`src/rtl/truth_table_seq_pkg.sv`:
```
// Shared types and helpers for the runtime-programmable truth-table gate:
// loader state encoding, table-width derivation and the table bit-order constant.
package truth_table_pkg;

    typedef enum logic [1:0] {
        IDLE   = 2'd0,
        LOAD   = 2'd1,
        COMMIT = 2'd2
    } loader_state_e;

    // Index 0 selects the table MSB (Wolfram code ordering)
    localparam bit WOLFRAM_MSB_FIRST = 1'b1;

    function automatic int tt_width(input int n);
        return 32'sd1 << n;
    endfunction

endpackage

```
`src/rtl/truth_table_seq_loader.sv`:
```
// Serial table loader: collects TT_W bits MSB first into a shadow register and
// raises a one-cycle commit (with cfg_done) once the last bit has been accepted.
module truth_table_loader
    import truth_table_pkg::*;
#(
    parameter int TT_W = 8
)
(
    input  logic            clk,
    input  logic            reset,
    input  logic            cfg_start,
    input  logic            cfg_valid,
    input  logic            cfg_bit,
    output logic            cfg_ready,
    output logic            cfg_done,
    output logic            commit,
    output logic [TT_W-1:0] shadow
);

    localparam int CNT_W = $clog2(TT_W + 1);
    localparam logic [CNT_W-1:0] CNT_FULL = CNT_W'(TT_W);
    localparam logic [CNT_W-1:0] CNT_ONE  = CNT_W'(1);

    loader_state_e    state_r;
    logic [CNT_W-1:0] count_r;
    logic [TT_W-1:0]  shadow_r;
    logic             ready_r;
    logic             done_r;

    // Loader FSM with registered handshake outputs; cfg_start in LOAD restarts from scratch
    always_ff @(posedge clk) begin
        if (reset) begin
            state_r  <= IDLE;
            count_r  <= '0;
            shadow_r <= '0;
            ready_r  <= 1'b0;
            done_r   <= 1'b0;
        end else begin
            case (state_r)
                IDLE: begin
                    done_r <= 1'b0;
                    if (cfg_start) begin
                        state_r <= LOAD;
                        count_r <= '0;
                        ready_r <= 1'b1;
                    end else begin
                        ready_r <= 1'b0;
                    end
                end
                LOAD: begin
                    if (cfg_start) begin
                        count_r  <= '0;
                        shadow_r <= '0;
                        ready_r  <= 1'b1;
                    end else if (cfg_valid) begin
                        shadow_r <= {shadow_r[TT_W-2:0], cfg_bit};
                        count_r  <= count_r + CNT_ONE;
                        if ((count_r + CNT_ONE) == CNT_FULL) begin
                            state_r <= COMMIT;
                            ready_r <= 1'b0;
                            done_r  <= 1'b1;
                        end else begin
                            ready_r <= 1'b1;
                        end
                    end else begin
                        ready_r <= 1'b1;
                    end
                end
                COMMIT: begin
                    state_r <= IDLE;
                    ready_r <= 1'b0;
                    done_r  <= 1'b0;
                end
                default: begin
                    state_r <= IDLE;
                    count_r <= '0;
                    ready_r <= 1'b0;
                    done_r  <= 1'b0;
                end
            endcase
        end
    end

    assign cfg_ready = ready_r;
    assign cfg_done  = done_r;
    assign commit    = (state_r == COMMIT);
    assign shadow    = shadow_r;

endmodule

```
`src/rtl/truth_table_seq.sv`:
```
// N-input truth-table gate with registered output and an in-system reloadable table;
// the shadow table swaps in at the end of the commit cycle, so that cycle still sees the old table.
module truth_table_seq
    import truth_table_pkg::*;
#(
    parameter  int              N_IN       = 3,
    localparam int              TT_W       = tt_width(N_IN),
    parameter  logic [TT_W-1:0] DEFAULT_TT = TT_W'(8'hB1)
)
(
    input  logic            clk,
    input  logic            reset,
    input  logic [N_IN-1:0] in,
    input  logic            in_valid,
    output logic            out,
    output logic            out_valid,
    output logic            out_changed,
    input  logic            cfg_start,
    input  logic            cfg_valid,
    input  logic            cfg_bit,
    output logic            cfg_ready,
    output logic            cfg_done,
    output logic [TT_W-1:0] tt_active
);

    logic [TT_W-1:0] active_tt_r;
    logic [TT_W-1:0] shadow_s;
    logic            commit_s;
    logic [N_IN-1:0] tt_idx_s;
    logic            eval_bit_s;
    logic            out_r;
    logic            out_valid_r;
    logic            out_changed_r;

    truth_table_loader #(.TT_W(TT_W)) u_loader (
        .clk       (clk),
        .reset     (reset),
        .cfg_start (cfg_start),
        .cfg_valid (cfg_valid),
        .cfg_bit   (cfg_bit),
        .cfg_ready (cfg_ready),
        .cfg_done  (cfg_done),
        .commit    (commit_s),
        .shadow    (shadow_s)
    );

    // TT_W-1-idx is the bitwise complement of idx, which keeps the select index N_IN bits wide
    always_comb begin
        if (WOLFRAM_MSB_FIRST) begin
            tt_idx_s = ~in;
        end else begin
            tt_idx_s = in;
        end
        eval_bit_s = active_tt_r[tt_idx_s];
    end

    // Output registers and active table; evaluation reads the table before any commit lands
    always_ff @(posedge clk) begin
        if (reset) begin
            active_tt_r   <= DEFAULT_TT;
            out_r         <= 1'b0;
            out_valid_r   <= 1'b0;
            out_changed_r <= 1'b0;
        end else begin
            out_valid_r <= in_valid;
            if (in_valid) begin
                out_r         <= eval_bit_s;
                out_changed_r <= eval_bit_s ^ out_r;
            end else begin
                out_changed_r <= 1'b0;
            end
            if (commit_s) begin
                active_tt_r <= shadow_s;
            end
        end
    end

    assign out         = out_r;
    assign out_valid   = out_valid_r;
    assign out_changed = out_changed_r;
    assign tt_active   = active_tt_r;

endmodule

```
`config.mk`:
```
export PLATFORM = sky130hd
export DESIGN_NAME = truth_table_seq
export DESIGN_NICKNAME = d
export VERILOG_FILES = /design/src/rtl/truth_table_seq_pkg.sv /design/src/rtl/truth_table_seq_loader.sv /design/src/rtl/truth_table_seq.sv
export SDC_FILE = /design/constraint.sdc
export NUM_CORES = 1
export LEC_CHECK = 0
export ABC_AREA = 1
export CORE_MARGIN = 5
export CORE_UTILIZATION = 30
export DETAILED_ROUTE_END_ITERATION = 8
export PLACE_DENSITY = 0.57
export SLEW_MARGIN = 20
export SYNTH_ARGS = -nofsm -noshare
export SYNTH_HDL_FRONTEND = slang
export SYNTH_SLANG_ARGS = --single-unit
```
`constraint.sdc`:
```
create_clock -name clk -period 1.2 [get_ports clk]
set_input_delay 0.24 -clock clk [delete_from_list [all_inputs] [get_ports clk]]
set_output_delay 0.24 -clock clk [all_outputs]
set_load 0.005 [all_outputs]
```
# [Word level (Yosys, flattened, before mapping)]
# Cells that the tools add are included.
[totals] regBits=27 inputBits=9 out_inout_bits=13 wordCells=51
[op_classes] addsub=1 order_cmp=1 eq_ne=8 mux=18 bitwise_logic=6 reduce_logical=8
[op_table] op="$mux 8" n=2
[op_table] op="$mux 4" n=3
[op_table] op="$pmux 4 s3" n=1
[op_table] op="$mux 2" n=4
[op_table] op="$ne 2x2->1 const B" n=3
[op_table] op="$reduce_and 3->1" n=2
[op_table] op="$mux 1" n=5
[op_table] op="$add 4x1->4 const B" n=1
[op_table] op="$eq 4x4->1 const B" n=1
[op_table] op="$lt 3x4->1 const B" n=1
[op_table] op="$not 1->1" n=4
[op_table] op="$pmux 2 s2" n=1
[op_table] op="$reduce_and 4->1" n=1
[op_table] op="$reduce_or 2->1" n=2
[op_table] op="$bmux 1 s3" n=1
[op_table] op="$ne 3x3->1 const B" n=1
[op_table] op="$not 3->3" n=1
[op_table] op="$eq 2x1->1 const B" n=1
[op_table] op="$eq 2x2->1 const B" n=1
[op_table] op="$logic_not 2->1" n=1
[op_table] op="$ne 2x1->1 const B" n=1
[op_table] op="$pmux 1 s2" n=1
[op_table] op="$reduce_and 2->1" n=1
[op_table] op="$reduce_bool 2->1" n=1
[op_table] op="$xor 1x1->1" n=1

# [Depth between registers and ports, before layout]
# Gate-level depths: netlist of the first run.
[logic_depth] word_depth=6 ltp_mapped=7 ltp_nobuf=7

# [Cells and area by module]
# Synthesis of the first run repeated with hierarchy kept, for this count alone.
[unflattened] cells_unflattened=159 area_unflattened_um2=1148.6
[by_module_without_submodules] module="truth_table_loader" instances=1 cells_per_inst=90 area_per_inst_um2=674.4 seq_area_each_um2=320.3
[by_module_without_submodules] module="truth_table_seq" instances=1 cells_per_inst=69 area_per_inst_um2=474.2 seq_area_each_um2=220.2

# [Least setup slack after synthesis of the first run]
# No wires, ideal clock.
[synth_timing] path_type="register -> register" start="register u_loader.state_r[0]" end="register u_loader.shadow_r[0] (netlist: u_loader.shadow[0])" setup_time_ns=0.132 arrival_ns=0.978 required_ns=1.068 path_slack_ns=0.090 stages_incl_launch_ff=8 path_buffers=0 period_less_slack_ns=1.110 cell_sequence="dfxtp_1 > inv_1 > nor2_2 > inv_1 > nor2_4 > inv_1 > nand2_1 > a21oi_1"
[synth_via] elab_chain_len=2
[synth_rtl] element="from (decl)" line_no="truth_table_seq_loader.sv:24" source="loader_state_e state_r;"
[synth_rtl] element="from (signal assigned)" line_no="truth_table_seq_loader.sv:33" source="state_r <= IDLE;"
[synth_rtl] element="from (signal assigned)" line_no="truth_table_seq_loader.sv:43" source="state_r <= LOAD;"
[synth_rtl] element="from (signal assigned)" line_no="truth_table_seq_loader.sv:59" source="state_r <= COMMIT;"
[synth_rtl] element="$eq 2x1->1" line_no="truth_table_seq_loader.sv:39" source="case (state_r)"
[synth_rtl] element="$reduce_and 2->1 (no source line)"
[synth_rtl] element="to (signal assigned)" line_no="truth_table_seq_loader.sv:56" source="shadow_r <= {shadow_r[TT_W-2:0], cfg_bit};"
[synth_rtl] element="to (decl)" line_no="truth_table_seq_loader.sv:26" source="logic [TT_W-1:0] shadow_r;"
# Every way passes these cells.
# A chain may end at the register's enable or synchronous reset.

# [Worst setup path in the final report of the first run]
[layout_timing] start="register u_loader.count_r[0]" end="register u_loader.count_r[2]"
[layout_via] elab_chain_len=4
[layout_rtl] element="from (decl)" line_no="truth_table_seq_loader.sv:25" source="logic [CNT_W-1:0] count_r;"
[layout_rtl] element="from (signal assigned)" line_no="truth_table_seq_loader.sv:57" source="count_r <= count_r + CNT_ONE;"
[layout_rtl] element="$add 4x1->4" line_no="truth_table_seq_loader.sv:57"
[layout_rtl] element="$mux 4" line_no="truth_table_seq_loader.sv:55" source="end else if (cfg_valid) begin"
[layout_rtl] element="$mux 4" line_no="truth_table_seq_loader.sv:51" source="if (cfg_start) begin"
[layout_rtl] element="$pmux 4 s3" line_no="truth_table_seq_loader.sv:39"
# Every way passes these cells. The select of a mux whose other input is x is not followed.

==> impl_metrics.csv, run 1 <==
group,metric,value,unit
final_layout,multi_input_area,515.5,µm²
drt,drt_first_iter_violations,45,
critical_path,cpMaxStageDelayCell,"dfxtp_2",
drt,detail-route-antenna-nets,0,
final_layout,layout.cells.most_common_list,"nand2_1, dfxtp_1, nand3_1, inv_1, a21oi_1",
job,max_cap_violations,0,
final_layout,antenna_cells_inserted,0,
power_and_ir_drop,switching_power,401.4,µW
critical_path,buf_inv_on_cp,0,
critical_path,worstPathCellList,"ha_2 -> or2_2 -> a31oi_1 -> nor3_1",
power_and_ir_drop,leakage_component_of_the_power,0.6575,nW
floorplanning,io_pins,22,
floorplanning,design.die.area,5006,µm²
drt,drt_pre_antenna_iters,5,
grt,groute.usage.overall,10.01,%
cts,clock_tree.buffer_depth,2,
final_layout,final_common_cell,"nand2_1",
cts,tritoncts.num_buffers,3,
floorplanning,die_width,70.76,µm
final_layout,syn2layout_area_growth,37.18,%
cts,htree_levels,1,
power_and_ir_drop,p_int,1.262,mW
final_layout,drive_above_1_share,21.79,%
power_and_ir_drop,p_sw_share,24.13,%
final_layout,layout.nets,190,
final_layout,stdcell_area,1519,µm²
final_layout,final-seq-area,553.0,µm²
critical_path,cp-end-kind,"flop",
drt,routed_via_density,4.599,
logic_synthesis,synthCells,149,
timing,post_route_clock_skew,0.003197,ns
timing,min_period_over_period,94.68,%
drt,vias,1044,
power_and_ir_drop,peakVddDrop,0.0003799,V
timing,finalMaxSlewViolations,0,
timing,worst_hold_margin,0.2765,ns
logic_synthesis,yosysUniqueCellTypes,18,
status,status,"completed",
logic_synthesis,average_size_of_a_mapped_cell,7.432,µm²
critical_path,critical_path_arrival,1.30,ns
floorplanning,die_y,70.76,µm
final_layout,finish.cell_count_without_fillers,227,
drt,detail_route.wirelength,2.406,mm
power_and_ir_drop,clock_power_share,30.2,%
floorplanning,floorplan.rows,22,
critical_path,crit_family,"flip-flops",
grt,global_route_wire_length_before_repair,4.140,mm
critical_path,timing.critical_path.from_type,"flop",
timing,worstMarginPinSlew,0.3222,ns
logic_synthesis,synth_seq_cells,27,
grt,grt_max_degree,15,
final_layout,layout.filler_cells,364,
drt,post-route-drc-count,0,
place,place_congestion,0.7866,
cts,clock_insertion_delay_worst_skew,0.26,ns
timing,fin_crit,1.136,ns
place,place_area,1435,µm²
logic_synthesis,mappedNetlistArea,1107,µm²
power_and_ir_drop,combPwrFrac,13.2,%
floorplanning,initial_utilization,30.71,%
logic_synthesis,synth.yosys.warnings,0,
critical_path,cp_data_required_time,1.36,ns
cts,clk_pin_slew,0.09,ns
logic_synthesis,synth-seq-area-share,48.81,%
power_and_ir_drop,sequentialPowerShare,56.6,%
power_and_ir_drop,total_power_consumption_of_the_routed_design,1.663,mW
timing,setup_viol,0,
timing,max_freq,0.8802,GHz
timing,max_slew_margin,78.49,%
cts,cts_hold_repair.buffers,0,
timing,report.final.hold_viol_count,0,
timing,finalWorstSetupSlack,0.06383,ns
drt,avgRoutedWirePerCell,10.60,µm
critical_path,worst_path_largest_cell_delay,0.35,ns
logic_synthesis,synth_nets,159,
critical_path,timing.critical_path.fanout_max,4,
power_and_ir_drop,power.density,1095,nW/µm²
place,io_buffer_count,21,
grt,antenna_found_initial,0,
min_path,worst_hold_path_type,"in2reg",
place,place.detailed.instances,223,
cts,clock-root-buffer,"clkbuf_8",
critical_path,path_class,"reg2reg",
cts,cts.sinks,27,
floorplanning,design.core.area,3606,µm²
cts,tritoncts,"done",
grt,globalRouteOverflowTotal,0,
timing,rsz0062_at_grt,"false",
place,pre_cts_slack,-0.3304,ns
place,hpwl,1.868,mm
grt,number_of_global_route_vias_before_repair,970,
==> cells in the mapped netlist <==
| master | instances | area, µm² |
|---|---|---|
| nor2_4 | 1 | 11.26 |
| clkbuf_1 | 2 | 7.510 |
| o21ai_2 | 1 | 8.760 |
| a21oi_1 | 16 | 80.08 |
| o211ai_1 | 4 | 30.03 |
| nand2_1 | 30 | 112.6 |
| or2_2 | 1 | 6.260 |
| nor2_1 | 10 | 37.54 |
| inv_1 | 21 | 78.83 |
| nor3_1 | 1 | 5.000 |
| dfxtp_1 | 27 | 540.5 |
| xnor2_1 | 1 | 8.760 |
| nand3_1 | 19 | 95.09 |
| o21ai_0 | 10 | 50.05 |
| a31oi_1 | 1 | 6.260 |
| nor2_2 | 2 | 12.51 |
| ha_1 | 1 | 12.51 |
| inv_2 | 1 | 3.750 |
==> layout make-up <==
class	instances	share of cell area [%]
Clock buffer	4	2.965
Inverter	22	5.437
Multi-Input combinational cell	98	33.94
Sequential cell	27	36.41
Tap cell	48	3.954
Timing Repair Buffer	28	17.30
==> per-stage QoR <==
stage | utilization (%) | TNS [ns]
final | 42.12 | 0
after global routing | 42.12 | 0
after CTS | 40.77 | 0
after detailed placement | 39.80 | -5.086
after global placement | 39.80 | -4.592
after floorplan | - | 0
==> per-layer routing <==
layer,vias up,GRT usage [%],share of wire [%]
li1,544,-,-
met4,0,4.384,0.96
met1,472,11.87,47
met3,2,2.131,4.6
met5,-,0,0
met2,26,17.30,48
==> power groups by stage <==
stage	combinational (mW)	sequential, mW	clock [mW]
2_1_floorplan	0.109	0.957	0
3_3_place_gp	0.212	0.957	0
3_5_place_dp	0.215	0.958	0
4_1_cts	0.209	0.937	0.526
5_1_grt	0.247	0.945	0.550
6_report	0.220	0.942	0.502
==> what timing repair did <==
item | 4_1_cts | 5_1_grt
setup endpoints to repair | 24 | 16
pin swaps | 0 | 4
cloned | 0 | 0
buffers inserted | 0 | 0
resized for setup | 22 | 19
==> flip-flops by register name (all words and copies together), names as in the netlist <==
signal / flops
tt_active: 8
u_loader.shadow: 8
u_loader.count_r: 4
u_loader.state_r: 2
out: 1
out_changed: 1
out_valid: 1
u_loader.cfg_done: 1
u_loader.cfg_ready: 1
==> worst reg2reg max path: stages, from the launching register on <==
cell and delay (ns):
dfxtp_2 0.35, ha_2 0.19, or2_2 0.27, a31oi_1 0.17, nor3_1 0.06
==> kinds of logic (layout without fill, tap and decap cells) <==
kind of cell	Yosys count	after routing	synth area share (%)
simple gates	64	64	25.31
compound gates	32	32	15.82
flops	27	27	48.81
buf+inv	24	54	8.136
fa+ha+maj	1	1	1.130
xor+xnor	1	1	0.7911
==> worst paths after layout <==
path	startpoint	end	slack, ns	cells past startpoint
worst min register to register	tt_active[3]$_SDFFE_PP0P_	tt_active[3]$_SDFFE_PP0P_	0.47	2
worst min-delay path	cfg_valid	u_loader.state_r[1]$_SDFFE_PP0P_	0.28	3
worst max-delay path	u_loader.count_r[0]$_SDFFE_PP0P_	u_loader.count_r[2]$_SDFFE_PP0P_	0.06	4
worst max register to register	u_loader.count_r[0]$_SDFFE_PP0P_	u_loader.count_r[2]$_SDFFE_PP0P_	0.06	4
Note: power is estimated with default switching activity, not from simulation.
==> inputs of run 2 (changes only) <==
--- a/config.mk
+++ b/config.mk
@@ -7,9 +7,9 @@
 export LEC_CHECK = 0
 export ABC_AREA = 1
 export CORE_MARGIN = 5
-export CORE_UTILIZATION = 30
+export CORE_UTILIZATION = 24
 export DETAILED_ROUTE_END_ITERATION = 8
-export PLACE_DENSITY = 0.57
+export PLACE_DENSITY = 0.49
 export SLEW_MARGIN = 20
 export SYNTH_ARGS = -nofsm -noshare
 export SYNTH_HDL_FRONTEND = slang
==> run 2 against run 1 <==
Effect of this change: setup slack lost 0.014 ns; wire length is 5.7% higher; sequential power barely moved; fmax down 1.2%; critical path type is now in2reg; critical endpoint is now u_loader.count_r[3]$_SDFFE_PP0P_; highest routed layer unchanged.
==> impl_metrics.csv, run 2 (synthesis gave the netlist of run 1 again) <==
group,metric,value,unit
floorplanning,io_pins,22,
cts,clk_pin_slew,0.09,ns
timing,min_period_over_period,95.83,%
floorplanning,initial_utilization,25.09,%
status,status,"completed",
timing,max_slew_margin,84.86,%
final_layout,layout.nets,195,
cts,clock-root-buffer,"clkbuf_8",
timing,post_route_clock_skew,0.001617,ns
drt,drt_first_iter_violations,46,
place,place_congestion,0.7611,
critical_path,cp_data_required_time,1.37,ns
critical_path,cp-end-kind,"flop",
drt,detail-route-antenna-nets,0,
critical_path,path_class,"in2reg",
place,hpwl,1.917,mm
power_and_ir_drop,power.density,1080,nW/µm²
floorplanning,design.core.area,4414,µm²
final_layout,antenna_cells_inserted,0,
place,io_buffer_count,21,
grt,grt_max_degree,15,
timing,setup_viol,0,
drt,drt_pre_antenna_iters,4,
timing,worstMarginPinSlew,0.2269,ns
final_layout,drive_above_1_share,27.17,%
min_path,worst_hold_path_type,"reg2reg",
drt,post-route-drc-count,0,
floorplanning,die_width,77.93,µm
power_and_ir_drop,leakage_component_of_the_power,0.6796,nW
grt,groute.usage.overall,8.587,%
drt,detail_route.wirelength,2.542,mm
place,place_area,1463,µm²
critical_path,timing.critical_path.from_type,"input pin",
critical_path,critical_path_arrival,1.32,ns
grt,globalRouteOverflowTotal,0,
grt,antenna_found_initial,0,
final_layout,final_core_utilization,35.80,%
power_and_ir_drop,peakVddDrop,0.0004018,V
cts,htree_levels,1,
cts,tritoncts.num_buffers,3,
final_layout,layout.cells.most_common_list,"nand2_1, inv_1, dfxtp_1",
critical_path,timing.critical_path.fanout_max,5,
floorplanning,design.die.area,6072,µm²
drt,vias,1050,
grt,number_of_global_route_vias_before_repair,971,
floorplanning,floorplan.rows,24,
cts,cts.sinks,27,
cts,clock_insertion_delay_worst_skew,0.27,ns
final_layout,syn2layout_area_growth,42.71,%
drt,routed_via_density,4.449,
grt,global_route_wire_length_before_repair,4.319,mm
cts,clock_tree.buffer_depth,2,
timing,fin_crit,1.150,ns
timing,finalMaxSlewViolations,0,
final_layout,final_common_cell,"nand2_1",
floorplanning,die_y,77.93,µm
job,max_cap_violations,0,
drt,avgRoutedWirePerCell,10.77,µm
final_layout,stdcell_area,1580,µm²
cts,tritoncts,"done",
timing,max_freq,0.8696,GHz
timing,report.final.hold_viol_count,0,
## run 2: timing repair
action	CTS	global route
endpoints found under the setup margin	25	17
hold buffers	0	0
resized for setup	21	26
setup buffers	1	1
pin swaps	1	6
## run 2: worst max-delay path: stages
cell             delay (ns)
clkdlybuf4s50_1        0.45
nor2_2                 0.19
nand2_1                0.08
nand2_2                0.10
inv_2                  0.06
o21ai_0                0.15
a21oi_1                0.05
## run 2: path summary, 6_finish.rpt
kind	start	end	slack, ns	depth (start not counted)
max reg2reg	u_loader.count_r[0]$_SDFFE_PP0P_	u_loader.count_r[2]$_SDFFE_PP0P_	0.05	4
min	u_loader.cfg_done$_SDFFE_PP0P_	u_loader.cfg_done$_SDFFE_PP0P_	0.45	2
max	cfg_valid	u_loader.count_r[3]$_SDFFE_PP0P_	0.05	7
min reg2reg	u_loader.cfg_done$_SDFFE_PP0P_	u_loader.cfg_done$_SDFFE_PP0P_	0.45	2
## run 2: power breakdown
| part | leakage, nW | switching, mW | internal (mW) | total (mW) |
|---|---|---|---|---|
| Combinational | 0.435 | 0.129 | 0.121 | 0.250 |
| Clock | 0.0228 | 0.279 | 0.238 | 0.517 |
| Sequential | 0.222 | 0.0173 | 0.923 | 0.941 |
| Total | 0.680 | 0.425 | 1.28 | 1.71 |
## run 2: layer usage
metal | GRT usage (%) | part of all wire, %
met1 | 11.47 | 47
met2 | 12.69 | 46
met3 | 2.778 | 5.4
met4 | 3.547 | 1.8
met5 | 0 | 0
## run 2: stage by stage
stage | TNS (ns) | power [mW] | std cells | setup WS [ns] | hold WS, ns
6_report | 0 | 1.707 | 236 | 0.05004 | 0.4522
5_1_grt | -0.05037 | 1.806 | 236 | -0.02473 | 0.4804
4_1_cts | 0 | 1.697 | 235 | 0.01979 | 0.4583
3_5_place_dp | -4.572 | 1.182 | 230 | -0.3768 | 0.4493
3_3_place_gp | -4.110 | 1.177 | 230 | -0.3413 | 0.4427
2_1_floorplan | 0 | 1.066 | 149 | 0.08969 | 0.3224
## run 2: cell type report
cell class                      count  area [µm²]
Fill cell                         479        2834
Sequential cell                    27       554.3
Multi-Input combinational cell     98       531.8
Timing Repair Buffer               33       301.5
Inverter                           22       82.58
Tap cell                           52       65.06
Clock buffer                        4       45.04
==> inputs of run 3 (changes only) <==
--- a/config.mk
+++ b/config.mk
@@ -9,7 +9,7 @@
 export CORE_MARGIN = 5
 export CORE_UTILIZATION = 24
 export DETAILED_ROUTE_END_ITERATION = 8
-export PLACE_DENSITY = 0.49
+export PLACE_DENSITY = 0.44
 export SLEW_MARGIN = 20
 export SYNTH_ARGS = -nofsm -noshare
 export SYNTH_HDL_FRONTEND = slang
==> run 3 against run 2 <==
Effect of this change: largest power group unchanged; first-iteration DRC count down 13%; clock power rose by 2%; combinational power is 5% lower; global-route usage decreased by 0.23 points; clock-buffer cell count fell by 1; non-clock buffer count stayed put; critical endpoint is now u_loader.count_r[2]$_SDFFE_PP0P_; die area unchanged; fmax increased by 1.1%.
==> impl_metrics.csv, run 3 (synthesis gave the netlist of run 1 again) <==
group,metric,value,unit
status,status,"completed",
floorplanning,die_y,77.93,µm
drt,drt_pre_antenna_iters,4,
timing,max_slew_margin,79.79,%
power_and_ir_drop,leakage_component_of_the_power,0.6822,nW
timing,fin_crit,1.138,ns
floorplanning,design.core.area,4414,µm²
timing,post_route_clock_skew,0.005523,ns
floorplanning,die_width,77.93,µm
floorplanning,io_pins,22,
place,pre_cts_slack,-0.4179,ns
final_layout,finish.cell_count_without_fillers,236,
job,max_cap_violations,0,
cts,clk_pin_slew,0.09,ns
grt,groute.usage.overall,8.355,%
cts,clock_insertion_delay_worst_skew,0.27,ns
floorplanning,design.die.area,6072,µm²
final_layout,final_core_utilization,35.63,%
critical_path,timing.critical_path.fanout_max,4,
floorplanning,initial_utilization,25.09,%
final_layout,antenna_cells_inserted,0,
cts,clock-root-buffer,"clkbuf_8",
final_layout,drive_above_1_share,26.63,%
timing,worst_hold_margin,0.3262,ns
timing,min_period_over_period,94.80,%
grt,globalRouteOverflowTotal,0,
timing,finalMaxSlewViolations,0,
drt,routed_via_density,4.347,
final_layout,syn2layout_area_growth,42.03,%
grt,antenna_found_initial,0,
drt,drt_first_iter_violations,40,
cts,clock_tree.buffer_depth,2,
critical_path,cp-end-kind,"flop",
timing,report.final.hold_viol_count,0,
critical_path,ff2ff_setup_slack,0.06,ns
drt,detail_route.wirelength,2.493,mm
place,io_buffer_count,21,
critical_path,path_class,"reg2reg",
final_layout,layout.cells.most_common_list,"nand2_1, nand3_1, inv_1, dfxtp_1, dlygate4sd2_1",
power_and_ir_drop,total_power_consumption_of_the_routed_design,1.704,mW
final_layout,layout.filler_cells,471,
timing,finalWorstSetupSlack,0.06236,ns
critical_path,timing.reg2reg.worst_path_depth,4,
drt,avgRoutedWirePerCell,10.56,µm
drt,vias,1026,
critical_path,critical_path_arrival,1.30,ns
place,hpwl,1.949,mm
timing,worstMarginPinSlew,0.3028,ns
grt,grt_max_degree,17,
drt,post-route-drc-count,0,
cts,tritoncts.num_buffers,3,
timing,setup_viol,0,
final_layout,final_common_cell,"nand2_1",
min_path,hold_depth,3,
critical_path,timing.critical_path.from_type,"flop",
min_path,worst_hold_path_type,"in2reg",
timing,max_freq,0.8790,GHz
cts,cts.sinks,27,
power_and_ir_drop,peakVddDrop,0.0004919,V
cts,tritoncts,"done",
power_and_ir_drop,power.density,1084,nW/µm²
grt,number_of_global_route_vias_before_repair,999,
critical_path,cp_data_required_time,1.37,ns
place,place_congestion,0.8093,
drt,detail-route-antenna-nets,0,
final_layout,layout.nets,195,
grt,global_route_wire_length_before_repair,4.305,mm
floorplanning,floorplan.rows,24,
place,place.detailed.instances,229,
cts,htree_levels,1,
-- run 3: metrics by stage --
step	area, µm²	setup TNS, ns
final	1573	0
after global routing	1573	-0.004735
after CTS	1500	0
after detailed placement	1443	-4.911
after global placement	1443	-4.442
after floorplan	1107	0
-- run 3: what timing repair did --
action	in CTS	in global routing
hold buffers	0	0
endpoints found under the setup margin	25	16
setup buffers	2	1
resized for setup	22	26
pin swaps	1	3
-- run 3: worst paths after layout --
check / endpoint / from
min reg2reg: u_loader.cfg_done$_SDFFE_PP0P_ / u_loader.cfg_done$_SDFFE_PP0P_
min: u_loader.state_r[1]$_SDFFE_PP0P_ / cfg_valid
max reg2reg: u_loader.count_r[2]$_SDFFE_PP0P_ / u_loader.count_r[0]$_SDFFE_PP0P_
max: u_loader.count_r[2]$_SDFFE_PP0P_ / u_loader.count_r[0]$_SDFFE_PP0P_
-- run 3: per-layer routing --
metal,GRT usage (%),part of all wire [%]
met5,0,0
met1,10.51,48
met4,1.858,0.48
met2,13.61,44
met3,3.125,7.3
-- run 3: layout make-up --
| cell class | count | area, µm² | area share (%) |
|---|---|---|---|
| clock inverter | 1 | 7.507 | 0.4773 |
| timing repair buffer | 33 | 291.5 | 18.54 |
| multi-input combinational | 98 | 528.0 | 33.57 |
| sequential | 27 | 556.8 | 35.40 |
| tap | 52 | 65.06 | 4.137 |
| inverter | 22 | 82.58 | 5.251 |
| clock buffer | 3 | 41.29 | 2.625 |
-- run 3: worst max-delay path, stage by stage (launching register included) --
cell and delay [ns]:
dfxtp_4 0.37, ha_4 0.16, or2_2 0.26, a31oi_1 0.18
nor3_1 0.06
-- run 3: power breakdown --
part | internal, mW | switching, mW | total (mW)
Sequential | 0.923 | 0.0176 | 0.941
Combinational | 0.113 | 0.124 | 0.237
Clock | 0.236 | 0.291 | 0.527
Total | 1.27 | 0.433 | 1.70
